--- src/rtl/ctrl_pkg.sv ---
`default_nettype none
// ============================================================================
//  Module      : ctrl_pkg
//  Description : Shared types and constants for the multi-cycle control unit:
//                state encoding, ALU/mux select codes, default opcodes.
//  Revision    : 1.0 - initial release
// ============================================================================
package ctrl_pkg;

    // Controller states; IDLE must stay at zero so reset decodes to all-off
    typedef enum logic [3:0] {
        S_IDLE     = 4'd0,
        S_FETCH    = 4'd1,
        S_DECODE   = 4'd2,
        S_MEM_ADDR = 4'd3,
        S_MEM_RD   = 4'd4,
        S_MEM_WB   = 4'd5,
        S_MEM_WR   = 4'd6,
        S_EXEC     = 4'd7,
        S_R_WB     = 4'd8,
        S_BRANCH   = 4'd9,
        S_JUMP     = 4'd10,
        S_ADDI_EX  = 4'd11,
        S_ADDI_WB  = 4'd12,
        S_TRAP     = 4'd13
    } state_t;

    // ALU operation select
    localparam logic [1:0] ALUOP_ADD   = 2'b00;
    localparam logic [1:0] ALUOP_SUB   = 2'b01;
    localparam logic [1:0] ALUOP_FUNCT = 2'b10;

    // ALU B-operand select
    localparam logic [1:0] SRCB_B       = 2'b00;
    localparam logic [1:0] SRCB_FOUR    = 2'b01;
    localparam logic [1:0] SRCB_IMM     = 2'b10;
    localparam logic [1:0] SRCB_IMM_SH2 = 2'b11;

    // Next-PC source select
    localparam logic [1:0] PCSRC_ALU    = 2'b00;
    localparam logic [1:0] PCSRC_ALUOUT = 2'b01;
    localparam logic [1:0] PCSRC_JUMP   = 2'b10;

    // Default MIPS opcode encodings
    localparam logic [5:0] DEF_OP_RTYPE = 6'h00;
    localparam logic [5:0] DEF_OP_LW    = 6'h23;
    localparam logic [5:0] DEF_OP_SW    = 6'h2B;
    localparam logic [5:0] DEF_OP_BEQ   = 6'h04;
    localparam logic [5:0] DEF_OP_J     = 6'h02;
    localparam logic [5:0] DEF_OP_ADDI  = 6'h08;

endpackage
`default_nettype wire

--- src/rtl/ctrl_wait_timer.sv ---
`default_nettype none
// ============================================================================
//  Module      : ctrl_wait_timer
//  Description : Counts consecutive memory wait cycles and flags the cycle in
//                which one more stall would exceed MEM_TIMEOUT.
//  Revision    : 1.0 - initial release
// ============================================================================
module ctrl_wait_timer #(
    parameter int MEM_TIMEOUT = 16
) (
    input  logic clk,
    input  logic rst_n,
    input  logic active,
    input  logic mem_ready,
    output logic expire
);

    localparam logic [7:0] LAST_WAIT = 8'(MEM_TIMEOUT - 1);

    logic [7:0] wait_cnt;

    // Count stalls while a memory access is pending; any completion or
    // leaving the memory states starts the next access from zero
    always_ff @(posedge clk or negedge rst_n) begin
        if (!rst_n) begin
            wait_cnt <= '0;
        end else if (active && !mem_ready) begin
            wait_cnt <= wait_cnt + 8'd1;
        end else begin
            wait_cnt <= '0;
        end
    end

    // A ready in the final allowed cycle still completes the access
    assign expire = active && !mem_ready && (wait_cnt == LAST_WAIT);

endmodule
`default_nettype wire

--- src/rtl/multicycle_controller.sv ---
`default_nettype none
// ============================================================================
//  Module      : multicycle_controller
//  Description : Multi-cycle main control FSM for the MIPS-subset datapath,
//                with memory-ready timeout, illegal-opcode trap and
//                instruction-done strobe.
//  Revision    : 1.0 - initial release
// ============================================================================
module multicycle_controller
    import ctrl_pkg::*;
#(
    parameter int              OP_W        = 6,
    parameter logic [OP_W-1:0] OP_RTYPE    = DEF_OP_RTYPE,
    parameter logic [OP_W-1:0] OP_LW       = DEF_OP_LW,
    parameter logic [OP_W-1:0] OP_SW       = DEF_OP_SW,
    parameter logic [OP_W-1:0] OP_BEQ      = DEF_OP_BEQ,
    parameter logic [OP_W-1:0] OP_J        = DEF_OP_J,
    parameter logic [OP_W-1:0] OP_ADDI     = DEF_OP_ADDI,
    parameter int              MEM_TIMEOUT = 16
) (
    input  logic            clk,
    input  logic            rst_n,
    input  logic            run,
    input  logic [OP_W-1:0] op,
    input  logic            mem_ready,
    output logic            PCWrite,
    output logic            PCWriteCond,
    output logic            IorD,
    output logic            MemRead,
    output logic            MemWrite,
    output logic            MemtoReg,
    output logic            IRWrite,
    output logic            RegWrite,
    output logic            RegDst,
    output logic            AluSrcA,
    output logic [1:0]      AluSrcB,
    output logic [1:0]      AluOp,
    output logic [1:0]      PCSource,
    output logic            instr_done,
    output logic            illegal_op,
    output logic            mem_timeout,
    output logic [3:0]      state_dbg
);

    state_t state;
    state_t state_nx;
    state_t after_final;
    logic   is_store;
    logic   op_known;
    logic   wait_active;
    logic   wait_expire;

    assign wait_active = (state == S_FETCH) || (state == S_MEM_RD) || (state == S_MEM_WR);
    assign op_known    = (op == OP_RTYPE) || (op == OP_LW) || (op == OP_SW) ||
                         (op == OP_BEQ) || (op == OP_J) || (op == OP_ADDI);
    assign after_final = run ? S_FETCH : S_IDLE;
    assign state_dbg   = state;

    ctrl_wait_timer #(
        .MEM_TIMEOUT (MEM_TIMEOUT)
    ) u_wait_timer (
        .clk       (clk),
        .rst_n     (rst_n),
        .active    (wait_active),
        .mem_ready (mem_ready),
        .expire    (wait_expire)
    );

    // State register
    always_ff @(posedge clk or negedge rst_n) begin
        if (!rst_n) begin
            state <= S_IDLE;
        end else begin
            state <= state_nx;
        end
    end

    // Load/store flavour is captured in DECODE because op is only valid there;
    // the error flags are sticky until reset
    always_ff @(posedge clk or negedge rst_n) begin
        if (!rst_n) begin
            is_store    <= 1'b0;
            illegal_op  <= 1'b0;
            mem_timeout <= 1'b0;
        end else begin
            if (state == S_DECODE) begin
                is_store <= (op == OP_SW);
                if (!op_known) begin
                    illegal_op <= 1'b1;
                end
            end
            if (wait_expire) begin
                mem_timeout <= 1'b1;
            end
        end
    end

    // Next-state selection and per-state control decode
    always_comb begin
        state_nx    = state;
        PCWrite     = 1'b0;
        PCWriteCond = 1'b0;
        IorD        = 1'b0;
        MemRead     = 1'b0;
        MemWrite    = 1'b0;
        MemtoReg    = 1'b0;
        IRWrite     = 1'b0;
        RegWrite    = 1'b0;
        RegDst      = 1'b0;
        AluSrcA     = 1'b0;
        AluSrcB     = SRCB_B;
        AluOp       = ALUOP_ADD;
        PCSource    = PCSRC_ALU;
        instr_done  = 1'b0;

        case (state)
            S_IDLE: begin
                if (run) begin
                    state_nx = S_FETCH;
                end
            end
            S_FETCH: begin
                MemRead  = 1'b1;
                AluSrcB  = SRCB_FOUR;
                // PC and IR only load in the cycle the fetch completes
                PCWrite  = mem_ready;
                IRWrite  = mem_ready;
                if (mem_ready) begin
                    state_nx = S_DECODE;
                end else if (wait_expire) begin
                    state_nx = S_TRAP;
                end
            end
            S_DECODE: begin
                AluSrcB = SRCB_IMM_SH2;
                if ((op == OP_LW) || (op == OP_SW)) begin
                    state_nx = S_MEM_ADDR;
                end else if (op == OP_RTYPE) begin
                    state_nx = S_EXEC;
                end else if (op == OP_BEQ) begin
                    state_nx = S_BRANCH;
                end else if (op == OP_J) begin
                    state_nx = S_JUMP;
                end else if (op == OP_ADDI) begin
                    state_nx = S_ADDI_EX;
                end else begin
                    state_nx = S_TRAP;
                end
            end
            S_MEM_ADDR: begin
                AluSrcA  = 1'b1;
                AluSrcB  = SRCB_IMM;
                state_nx = is_store ? S_MEM_WR : S_MEM_RD;
            end
            S_MEM_RD: begin
                MemRead = 1'b1;
                IorD    = 1'b1;
                if (mem_ready) begin
                    state_nx = S_MEM_WB;
                end else if (wait_expire) begin
                    state_nx = S_TRAP;
                end
            end
            S_MEM_WB: begin
                RegWrite   = 1'b1;
                MemtoReg   = 1'b1;
                instr_done = 1'b1;
                state_nx   = after_final;
            end
            S_MEM_WR: begin
                MemWrite = 1'b1;
                IorD     = 1'b1;
                if (mem_ready) begin
                    instr_done = 1'b1;
                    state_nx   = after_final;
                end else if (wait_expire) begin
                    state_nx = S_TRAP;
                end
            end
            S_EXEC: begin
                AluSrcA  = 1'b1;
                AluOp    = ALUOP_FUNCT;
                state_nx = S_R_WB;
            end
            S_R_WB: begin
                RegWrite   = 1'b1;
                RegDst     = 1'b1;
                instr_done = 1'b1;
                state_nx   = after_final;
            end
            S_BRANCH: begin
                AluSrcA     = 1'b1;
                AluOp       = ALUOP_SUB;
                PCWriteCond = 1'b1;
                PCSource    = PCSRC_ALUOUT;
                instr_done  = 1'b1;
                state_nx    = after_final;
            end
            S_JUMP: begin
                PCWrite    = 1'b1;
                PCSource   = PCSRC_JUMP;
                instr_done = 1'b1;
                state_nx   = after_final;
            end
            S_ADDI_EX: begin
                AluSrcA  = 1'b1;
                AluSrcB  = SRCB_IMM;
                state_nx = S_ADDI_WB;
            end
            S_ADDI_WB: begin
                RegWrite   = 1'b1;
                instr_done = 1'b1;
                state_nx   = after_final;
            end
            S_TRAP: begin
                state_nx = S_TRAP;
            end
            default: begin
                state_nx = S_IDLE;
            end
        endcase
    end

endmodule
`default_nettype wire

--- config.mk ---
export PLATFORM = sky130hd
export DESIGN_NAME = multicycle_controller
export DESIGN_NICKNAME = d
export VERILOG_FILES = /design/src/rtl/ctrl_pkg.sv /design/src/rtl/ctrl_wait_timer.sv /design/src/rtl/multicycle_controller.sv
export SDC_FILE = /design/constraint.sdc
export NUM_CORES = 1
export LEC_CHECK = 0
export ABC_CLOCK_PERIOD_IN_PS = 4300
export CELL_PAD_IN_SITES_DETAIL_PLACEMENT = 0
export CELL_PAD_IN_SITES_GLOBAL_PLACEMENT = 1
export CORE_MARGIN = 3
export CORE_UTILIZATION = 37
export CTS_BUF_LIST = sky130_fd_sc_hd__clkbuf_8
export CTS_CLUSTER_SIZE = 8
export DETAILED_ROUTE_END_ITERATION = 16
export GPL_TIMING_DRIVEN = 0
export PLACE_DENSITY_LB_ADDON = 0.1
export SYNTH_ARGS = -nofsm -noshare
export SYNTH_HDL_FRONTEND = slang
export SYNTH_SLANG_ARGS = --single-unit
--- constraint.sdc ---
create_clock -name clk -period 4.3 [get_ports clk]
set_input_delay 0.86 -clock clk [delete_from_list [all_inputs] [get_ports clk]]
set_output_delay 0.86 -clock clk [all_outputs]
set_load 0.01 [all_outputs]
==> results of run 1 <==
==> critical path: cells and delay by family, from the launching register on <==
family | cells | cell delay (ns)
buffers and inverters | 3 | 1.23
AOI/OAI and AO/OA | 3 | 0.46
DFF | 1 | 0.40
==> area by class of cell <==
| class | count | area [um^2] |
|---|---|---|
| buffer | 12 | 68.8 |
| clock buffer | 3 | 41.3 |
| clock inverter | 1 | 5.00 |
| fill | 272 | 1150 |
| inverter | 6 | 22.5 |
| multi-input combinational | 102 | 609 |
| sequential | 15 | 375 |
| tap | 30 | 37.5 |
| timing repair buffer | 30 | 300 |
==> stage by stage <==
step	hold slack [ns]	setup slack [ns]	cell area [um^2]	cells	util, %
after floorplan	0.430	1.89	1080	135	-
after global placement	0.444	1.36	1410	195	54.1
after detailed placement	0.452	1.36	1410	195	54.1
after CTS	0.463	1.10	1460	199	55.9
after global routing	0.487	0.918	1460	199	55.9
final	0.463	1.11	1460	199	55.9
==> power by group through the flow <==
stage | sequential, W | combinational, W | clock, W
after floorplan | 0.000207 | 0.000339 | 0
after global placement | 0.000200 | 0.000588 | 0
after detailed placement | 0.000202 | 0.000592 | 0
after CTS | 0.000200 | 0.000593 | 0.000117
after global routing | 0.000204 | 0.000651 | 0.000124
final | 0.000200 | 0.000588 | 0.000113
==> synthesized netlist by cell type, drive strengths merged <==
cell type and number:
nand2b 8, ha 1, and3 2, o211a 1, dfrtp 15, nor2b 2, a21oi 5, a21o 3
buf 5, or4 1, xnor2 3, a31oi 2, nand3 4, nor2 20, a2111oi 1, clkbuf 7
o21ba 1, nor3 6, a311o 1, o32ai 1, nor4b 1, or3 2, o22ai 1, nand2 10
o41ai 1, nor3b 1, o211ai 2, xor2 4, a211oi 2, o311ai 2, a21boi 2, or2 1
o21ai 7, a211o 2, inv 6, or3b 1, nand4 1
==> worst paths after layout <==
check                                                endpoint                          startpoint  slack (ns)  depth (start not counted)
setup reg to reg                     state_dbg[1]$_DFFE_PN0P_  u_wait_timer.wait_cnt[5]$_DFF_PN0_        2.49                          4
setup / recovery                                   instr_done            state_dbg[0]$_DFFE_PN0P_        1.11                          6
hold / removal             u_wait_timer.wait_cnt[0]$_DFF_PN0_  u_wait_timer.wait_cnt[0]$_DFF_PN0_        0.46                          1
max in group asynchronous            state_dbg[0]$_DFFE_PN0P_                               rst_n        2.87                          1
min in group asynchronous  u_wait_timer.wait_cnt[3]$_DFF_PN0_                               rst_n        1.01                          1
hold reg to reg            u_wait_timer.wait_cnt[0]$_DFF_PN0_  u_wait_timer.wait_cnt[0]$_DFF_PN0_        0.46                          1
==> flip-flops by register name, summed over array words and instances, names as in the netlist <==
register               flops
state_dbg                  4
is_store                   1
mem_timeout                1
u_wait_timer.wait_cnt      8
illegal_op                 1
==> logic make-up after synthesis <==
kind of cell / count (synthesis)
and+or+nand+nor: 60
DFF: 15
buffers and inverters: 18
AOI/OAI and AO/OA: 34
xor gates and xnor gates: 7
adders and majority gates: 1
==> metal layers <==
layer	part of all wire (%)	vias up
li1	-	536
met2	47	35
met5	0	-
met3	6.7	2
met1	46	521
met4	0.87	0
==> results by stage, run 1 <==
Setup path:
- Traced cell by cell, the critical path runs through clkbuf_1 > clkbuf_1 > a21oi_1 > o21ai_0 > o21ai_0 > clkdlybuf4s50_1.
- At the worst endpoint, the required time is 3.44 ns.
- Of all nets on the critical path, the largest fanout is 10.
- The critical path's slowest cell is clkdlybuf4s50_1.
- The kind of end point of the critical path is a primary output.
- The critical path data arrival time is 2.33 ns.
- The largest stage delay on the critical path is 0.48 ns.
- The critical path class is reg -> out.
- The startpoint class of the critical path is a flop.

Yosys:
- The cell type contributing the most total cell area after synthesis is dfrtp_1.
- The post-synth design cell area is 0.00108 mm^2.
- The share of cell area taken by muxes after synthesis is 0%.
- The count of state elements after synthesis is 15.
- By area the synthesized netlist is led by dfrtp_1, nor2_1, nand2b_1.
- The post-synthesis share of cell area spent on and, or, nand and nor gates is 27.7%.
- The sequential share of the synthesized area is 34.9%.
- The synthesized netlist cell count is 135.
- Summing the areas of all fa, ha and maj instances in the mapped netlist gives 1.16% of the synthesized area.
- The share of the synthesized area in the top cell type is 34.9%.
- After synthesis, the largest family of logic cells by area is simple AND/OR/NAND/NOR gates.
- The complex-gate fraction of the synthesized area is 22.1%.
- The post-synthesis share of cell area spent on xor and xnor gates is 5.70%.
- When the netlist entered floorplanning its net count stood at 146.
- Averaged over all synthesized cells, the footprint is 7.97 um^2.
- Yosys printed 0 warnings.
- The post-synthesis cell type count is 40.

CTS:
- The CTS buffer count is 3.
- The buffer cell driving the clock tree root is clkbuf_8.
- The post-cts gate resize count is 0.
- The clock latency at the later pin of the worst-skew pair is 0.24 ns.
- The clock tree from TritonCTS is built.
- The number of hold buffers added after CTS is 0.
- CTS saw 15 sinks.
- In this run the number of H-tree levels came out at 1.
- Once the clock tree was built, the setup fixing pass inserted 0 buffers.
- The clock-pin transition on the worst setup and hold timing paths is 0.06 ns.
- The clock passes through at most 2 buffers.

Power and ir drop:
- Cell internal power was estimated by the tool at 0.000533 W.
- For this design the static power due to leakage is 0.631 nW.
- In this run the power spent charging and discharging nets is 0.000369 W.
- Combinational logic burns 65.2% of the power.
- The areal power density over the cells is 618 mW/mm^2.
- The largest voltage drop on the vdd net is 0.000365 V.
- The sequential fraction of design power is 22.2%.
- The clock power share is 12.6%.
- The total power is 0.000902 W.
- Of the total power, the share spent switching nets is 40.9%.

GRT:
- After global routing, the most crowded layer is met2.
- The first global-routing pass estimated 4.38 mm of wire.
- The global-route congestion overflow total is 0.
- In the global route stage, overall resource usage came out at 15.9%.
- The initial antenna violation count is 0.
- Entering global routing, the biggest net connects 16 pins.
- The met3 capacity usage during global routing is 4.97%.
- For this run, global-route usage on met2 was measured as 26.2%.
- For this run, global-route usage on met1 was measured as 20.8%.
- The number of global-route vias before repair is 1020.

Layout:
- The layout overhead on the synthesized area is 35.7%.
- The count of inserted antenna diode cells is 0.
- The most common cell after layout, fill and taps aside is clkdlybuf4s50_1.
- The share of post-route cells with drive strength above 1 is 6.51%.
- For this run, the post-layout net count is 181.
- The top cell types in the final layout, fill and taps aside, are clkdlybuf4s50_1, nor2_1, dfrtp_1.

Timing:
- For the pin with the worst max-slew slack, the measured transition is 0.649 ns.
- After layout, the worst path uses 74.1% of the clock period.
- The largest clock skew in the final design is 0.00343 ns.
- The setup-violating endpoint count in the final report is 0.
- The worst pin sits at a relative slew slack of 56.6%.
- The final count of hold timing violations came to 0.
- The upper clock frequency limit is 314 MHz.
- The number of slew-limit violations in the final report came to 0.
- Setup total negative slack on the finished layout was measured at 0 ns.
- Setup repair after global routing left no endpoint under its margin.
- The minimum clock period after layout is 3.19 ns.

Worst hold path:
- In this run the worst hold path is classified as reg -> reg.

Floorplanning:
- The effective utilization at floorplan is 41.2%.
- The number of primary I/O pins is 33.
- In this run the standard cell core region covers 0.00261 mm^2.
- Measured along the x axis, the die boundary spans 59.9 um.
- The initialized floorplan defines 18 standard-cell rows.
- The die outline area is 0.00359 mm^2.
- The floorplan die height is 59.9 um.

Routing:
- The total iterations of the first detailed-routing run is 4.
- Using the TritonRoute via totals, the vias-per-cell ratio works out to 5.50.
- The total routed wirelength is 2.65 mm.
- After detailed routing, the average wire length per cell comes to 13.3 um.
- The post-route DRC violation count is 0.
- The remaining antenna violation count is 0.
- The vias after detailed routing is 1094.
- After the first detailed-routing iteration, the DRC count stood at 31.

Run status:
- The run finished with clean final reports.

Placed design:
- The congestion estimate from routability-driven global placement came to 0.784.
- The HPWL reported at the end of detailed placement is 2.11 mm.
- The number of buffers inserted by port buffering is 30.

Job:
- The max capacitance violation total is 0.
Note: power is estimated with default switching activity, not from simulation.
==> run 2: changes to the inputs <==
Settings changed: ABC_CLOCK_PERIOD_IN_PS 4300 to 2900, CORE_UTILIZATION 37 to 31.
Clock period 4.3 ns to 2.9 ns, I/O delays scaled along.
==> run 2 against run 1 <==
Net effect: core utilization down 9.5 points; first-iteration DRC count is 32% lower; power is 48% higher; worst hold slack improved by 0.0027 ns; count of clock-buffer cells in the layout is the same; combinational power up 46%; critical path depth did not move; sequential power up 57%; non-clock buffer count decreased by 1.
==> results by stage, run 2 (synthesis gave the netlist of run 1 again) <==
GRT:
- The global-route usage over all layers is 13.8%.
- The initial antenna violation count is 0.
- The first global-routing pass estimated 4.60 mm of wire.
- The number of global-route vias before repair is 1047.
- The pin count of the biggest net entering global routing is 16.
- For this run the aggregate overflow at the end of global routing stands at 0.

Placed design:
- The HPWL after detailed placement is 2.12 mm.
- In this run, placement finished with an instance count of 209.
- The congestion estimate from routability-driven global placement came to 0.784.
- In this run the tool buffered the top-level ports with 30 buffer cells.

Routing:
- In the routed design, unresolved DRC markers number 0.
- The met3 wire length is 182 um.
- Detailed routing placed a total of 1.24 mm of wire on met2.
- For this block, the routed nets add up to 2.69 mm of wire.
- The detail route stage leaves a number of antenna-violating nets equal to 0.
- In the final routing, the length of wire on met1 measures 1.24 mm.
- The final route contains 1064 vias.
- After detailed routing, the number of vias per cell comes to 5.02.
- The first detailed-routing pass ran for 4 iterations.
- The detailed-route wire length per cell is 12.7 um.
- For this block, the initial DRC count from the detailed router was 21.
- The highest metal layer with signal wires is met4.

Power and ir drop:
- Registers are responsible for 23.7% of the overall power.
- Across the VDD grid, the largest voltage drop is 0.000412 V.
- The net load switching power is 0.000544 W.
- The clock power share is 12.0%.
- In this run switching power makes up 40.9% of total power.
- Internal power comes to 0.000787 W.
- The combinational group share of total power is 64.3%.
- For this design the static power due to leakage is 0.634 nW.
- For this design the ratio of total power to cell area is 903 mW/mm^2.

Layout:
- Of the cells placed in the final design, the portion with a size suffix greater than 1 is 6.55%.
- Leaving out fill and tap cells, the most frequent cell in the layout is clkdlybuf4s50_1.
- The count of inserted antenna diode cells is 0.
- The register containing the most flip-flops in the final layout is u_wait_timer.wait_cnt.
- The top cell types in the final layout, fill and taps aside, are clkdlybuf4s50_1, nor2_1, dfrtp_1.
- The layout overhead on the synthesized area is 37.0%.
- The final layout contains 180 nets.
- The number of flip-flops in the largest register is 8.
- The fill cell instance count of the final layout is 340.
- The finished layout holds 212 standard cells, fillers aside.

Floorplanning:
- The number of standard-cell rows in the floorplan is 20.
- The die covers 0.00421 mm^2.
- In this run the vertical extent of the chip is 64.9 um.
- In this run the count of I/O pins placed on the die edge is 33.
- Once the floorplan was initialized, standard cells occupied 33.9% of the core.
- The die is 64.9 um wide.
- The floorplan step defined a core boundary enclosing 0.00318 mm^2.

Timing:
- The number of slew-limit violations in the final report was 0.
- Derived from the worst setup path, the maximum achievable clock frequency is 379 MHz.
- The largest clock skew in the final design is 0.00303 ns.
- At the pin with the least slew margin, the transition time is 0.668 ns.
- The setup-violating endpoint count in the final report is 0.
- The minimum clock period after layout is 2.64 ns.
- In the finished design, the share of the clock period the worst path needs comes to 91.0%.
- The final count of hold timing violations is 0.
- Measured against its own limit, the worst slew margin works out to 55.3%.
- After routing, the total negative slack on setup checks comes to 0 ns.
- Setup repair after global routing left no endpoint under its margin.

Setup path:
- The kind of cell adding the most delay to the critical path is buffers and inverters.
- The worst setup path is of the reg -> out kind.
- The critical path's slowest cell is clkdlybuf4s50_1.
- STA classifies the critical path endpoint as a primary output.
- The critical path goes through clkbuf_1 > buf_2 > nor2b_1 > a21oi_1 > nor2_1 > clkdlybuf4s50_1.
- In this run the worst path has a maximum fanout of 10.
- For this run, the slowest stage of the critical path takes 0.54 ns.
- The critical path data arrival time is 2.06 ns.
- The required time of the worst setup path is 2.32 ns.
- STA classifies the critical path startpoint as a flop.
- The number of buffers and inverters on the critical path is 3.

CTS:
- At the later pin of the worst-skew pair, clock insertion delay measures 0.24 ns.
- After clock tree synthesis, the clock-pin slew on the worst setup and hold paths is 0.05 ns.
- In this run the number of H-tree levels came out at 1.
- The CTS buffer count is 3.
- The buffer cell driving the clock tree root is clkbuf_8.
- The clock tree from TritonCTS is built.
- The clock passes through at most 2 buffers.
- Clock tree synthesis found a total of 15 sinks.

Worst hold path:
- The worst hold path belongs to the class reg -> reg.

Run status:
- The flow ran to the end, and the final reports show no timing, DRC or antenna violations.

Job:
- Across the run, the number of max-cap violations was 0.
## run 2: cell count changes in the layout (fill, tap and decap cells not counted), sizes merged
cell / delta
clkbuf: -1
clkinv: -1
inv: +1
## run 2: power groups by stage
stage / Combinational, W / Sequential (W) / Clock, W
after floorplan: 0.000502 / 0.000307 / 0
after global placement: 0.000880 / 0.000298 / 0
after CTS: 0.000880 / 0.000297 / 0.000165
after global routing: 0.000945 / 0.000324 / 0.000176
final: 0.000856 / 0.000315 / 0.000160
after detailed placement: 0.000879 / 0.000300 / 0
## run 2: through the flow
stage / setup WS (ns) / utilization, % / hold slack [ns] / power, W / instance area, um^2
3_5_place_dp: 0.277 / 45.0 / 0.452 / 0.00118 / 1430
2_1_floorplan: 0.939 / - / 0.284 / 0.000809 / 1080
4_1_cts: 0.00112 / 46.5 / 0.464 / 0.00134 / 1480
5_1_grt: 0.103 / 46.4 / 0.484 / 0.00145 / 1470
6_report: 0.260 / 46.4 / 0.466 / 0.00133 / 1470
3_3_place_gp: 0.248 / 45.0 / 0.444 / 0.00118 / 1430
## run 2: path summary, 6_finish.rpt
check                                          from  slack, ns  cells past startpoint                                 end
setup / recovery           state_dbg[3]$_DFFE_PN0P_       0.26                      6                            RegWrite
hold / removal               illegal_op$_DFFE_PN0P_       0.47                      1              illegal_op$_DFFE_PN0P_
max in group asynchronous                     rst_n       1.73                      1            state_dbg[3]$_DFFE_PN0P_
hold reg to reg              illegal_op$_DFFE_PN0P_       0.47                      1              illegal_op$_DFFE_PN0P_
setup reg to reg           state_dbg[0]$_DFFE_PN0P_       1.05                      5            state_dbg[3]$_DFFE_PN0P_
min in group asynchronous                     rst_n       0.75                      1  u_wait_timer.wait_cnt[3]$_DFF_PN0_
## run 2: area by class of cell
class | instances | area, um^2 | share of cell area [%]
Buffer | 11 | 66.3 | 4.50
Clock buffer | 3 | 41.3 | 2.80
Clock inverter | 1 | 3.75 | 0.255
Inverter | 6 | 22.5 | 1.53
Multi-Input combinational cell | 102 | 609 | 41.3
Sequential cell | 15 | 375 | 25.5
Tap cell | 44 | 55.1 | 3.74
Timing Repair Buffer | 30 | 300 | 20.4
## run 2: timing repair
item | 4_1_cts | 5_1_grt
hold buffers | 0 | 0
resized for setup | 0 | 2
setup buffers | 0 | 0
setup endpoints to repair | 0 | 5
## run 2: per-layer routing
metal / up-vias / track usage (%)
li1: 538 / -
met1: 490 / 17.2
met2: 32 / 23.0
met3: 4 / 4.51
met4: 0 / 3.17
met5: - / 0
==> run 3: changes to the inputs <==
Settings changed: CELL_PAD_IN_SITES_DETAIL_PLACEMENT 0 to 1, CORE_MARGIN 3 to 2.
==> run 3 against run 2 <==
Net effect: combinational power increased by 0.6%; final area rose by 0.17%; wire length grew 9.7%; worst hold slack got worse by 0.0064 ns; largest power group unchanged; count of clock-buffer cells in the layout unchanged; highest routed layer unchanged.
==> results by stage, run 3 (synthesis gave the netlist of run 1 again) <==
Run status:
- The run finished with clean final reports.

Layout:
- The library cell used most frequently in the layout, excluding fill and tap cells, is clkdlybuf4s50_1.
- The count of inserted antenna diode cells is 0.
- The post-route netlist has 6.55% of its cells at a drive strength greater than 1.
- The library cells used most frequently in the layout, excluding fill and tap cells, are clkdlybuf4s50_1, nor2_1, dfrtp_1.
- The layout overhead on the synthesized area is 37.2%.
- The register with the most flip-flops in the layout has 8 of them.
- After the last flow step, the layout net total stands at 180.
- More flip-flops sit in one register than any other, and that register is u_wait_timer.wait_cnt.

Timing:
- The final worst slack is 0.207 ns.
- The worst slew margin relative to its limit is 55.4%.
- For the finished layout, the period the worst path requires is 2.69 ns.
- The final count of hold timing violations is 0.
- The setup TNS is 0 ns.
- In the finished design, the share of the clock period the worst path needs comes to 92.9%.
- The setup-violating endpoint count in the final report is 0.
- Clock skew on the completed layout was measured at 0.00228 ns.
- The number of slew-limit violations in the final report is 0.
- The upper clock frequency limit is 371 MHz.
- For the pin with the worst max-slew slack, the measured transition is 0.666 ns.
- Setup repair after global routing left no endpoint under its margin.

Floorplanning:
- In this run the core area contains 21 standard-cell rows.
- The number of primary I/O pins is 33.
- The total core area is 0.00334 mm^2.
- Once the floorplan was initialized, standard cells occupied 32.2% of the core.
- The floorplan step set the die height to 62.9 um.
- The die boundary width is 62.9 um.
- The die covers 0.00396 mm^2.

Routing:
- The first-iteration detailed-routing DRC count is 23.
- The detailed-route wire length per cell is 13.8 um.
- In the routed design, unresolved DRC markers number 0.
- The vias after detailed routing is 1107.
- The via density per instance is 5.17.
- The first detailed-routing pass ran for 3 iterations.
- The final layout contains routed wiring with a total length of 2.95 mm.
- Once detail routing completed, the nets flagged for antenna violations numbered 0.

Setup path:
- The worst reg-to-reg setup slack is 1.07 ns.
- The required time of the worst setup path is 2.32 ns.
- The worst register-to-register path ends at state_dbg[3]$_DFFE_PN0P_.
- The length in cells of the worst reg-to-reg path is 5.
- The critical path class is reg -> out.
- In this run the worst path has a maximum fanout of 10.
- The kind of end point of the critical path is a primary output.
- The startpoint class of the critical path is a flop.
- At the worst endpoint, the arrival time is 2.11 ns.
- The launch instance of the worst register-to-register path is state_dbg[0]$_DFFE_PN0P_.

Worst hold path:
- The worst hold path terminates at illegal_op$_DFFE_PN0P_.
- The number of cells on the worst hold path is 1.
- The tightest min-delay check is of the reg -> reg type.
- In this run the most critical hold path is launched from illegal_op$_DFFE_PN0P_.

Job:
- The max capacitance violation total is 0.

CTS:
- The total number of clock tree sinks is 15.
- The clock tree from TritonCTS is built.
- The number of setup buffers added after CTS is 0.
- The buffer cell driving the clock tree root is clkbuf_8.
- TritonCTS created 3 clock buffers.
- In this run the number of H-tree levels came out at 1.
- Clock latency on the worst-skew pair, taken at its later pin, is 0.25 ns.
- The clock-pin transition on the worst setup and hold timing paths is 0.06 ns.
- The longest clock path from root to sink contains 2 buffers.

Placed design:
- Routability-driven placement finished with a final weighted congestion of 0.778.
- Port buffering added 30 buffers.
- Timing analysis after detailed placement gives a worst setup slack of 0.223 ns.
- The HPWL reported at the end of detailed placement is 2.29 mm.

Power and ir drop:
- In this run, flip-flops and latches consume 23.5% of the power.
- The internal power is 0.000788 W.
- The clock network accounts for 12.6% of the total power.
- The largest voltage drop on the vdd net is 0.000402 V.
- The fraction of power spent switching nets is 41.5%.
- The leakage power of the design is 0.634 nW.
- The analysis attributes to net switching a power of 0.000559 W.
- The combinational group share of total power is 63.9%.
- The areal power density over the cells is 912 mW/mm^2.

GRT:
- The number of global-route vias before repair is 1055.
- The initial antenna violation count is 0.
- The wire length of the first global-routing pass is 4.84 mm.
- The pin count of the biggest net entering global routing is 16.
- The global-route congestion overflow total is 0.
- In the global route stage, overall resource usage came out at 15.3%.
-- run 3: cell counts in the layout (fill, tap and decap cells not counted) --
No cell type changed its count.
-- run 3: how the worst max path moves through the flow --
stage,startpoint,cells after the start,end
floorplan,state_dbg[0]$_DFFE_PN0P_,5,instr_done
global placement,state_dbg[0]$_DFFE_PN0P_,6,instr_done
detailed placement,state_dbg[0]$_DFFE_PN0P_,6,instr_done
CTS,state_dbg[0]$_DFFE_PN0P_,6,instr_done
global route,state_dbg[3]$_DFFE_PN0P_,6,RegWrite
finish,state_dbg[3]$_DFFE_PN0P_,6,RegWrite
-- run 3: final cells by class --
cell class | instances | area [um^2]
inverter | 6 | 22.5
tap | 46 | 57.6
timing repair buffer | 30 | 300
sequential | 15 | 375
buffer | 11 | 66.3
clock inverter | 1 | 3.75
multi-input combinational | 102 | 609
fill | 431 | 1860
clock buffer | 3 | 41.3
-- run 3: worst max-delay path, stage by stage (launching register included) --
cell	delay [ns]
dfrtp_1	0.36
clkbuf_1	0.34
buf_2	0.29
nor2b_1	0.19
a21oi_1	0.05
nor2_1	0.09
clkdlybuf4s50_1	0.54
-- run 3: metal layers --
layer / part of all wire, % / global-route usage, % / up-vias
li1: - / - / 538
met1: 47 / 18.7 / 545
met2: 48 / 27.0 / 22
met3: 3.9 / 3.42 / 2
met4: 0.58 / 4.17 / 0
met5: 0 / 0 / -
-- run 3: power by group through the flow --
stage          Combinational, W  Clock [W]  Sequential [W]
2_1_floorplan          0.000502          0        0.000307
3_3_place_gp           0.000879          0        0.000299
3_5_place_dp           0.000890          0        0.000303
4_1_cts                0.000893   0.000180        0.000300
5_1_grt                0.000948   0.000184        0.000330
6_report               0.000861   0.000169        0.000317
-- run 3: timing repair --
item                                    CTS  global route
endpoints found under the setup margin    1             1
pin swaps                                 0             0
gates resized for setup                   1             0
hold buffers                              0             0
-- run 3: stage by stage --
stage	hold WS (ns)	instance area, um^2	instances	utilization [%]	total power, W
after floorplan	0.284	1080	135	-	0.000809
after global placement	0.443	1430	211	43.0	0.00118
after detailed placement	0.452	1430	211	43.0	0.00119
after CTS	0.467	1480	215	44.4	0.00137
after global routing	0.487	1480	214	44.2	0.00146
final	0.460	1480	214	44.2	0.00135
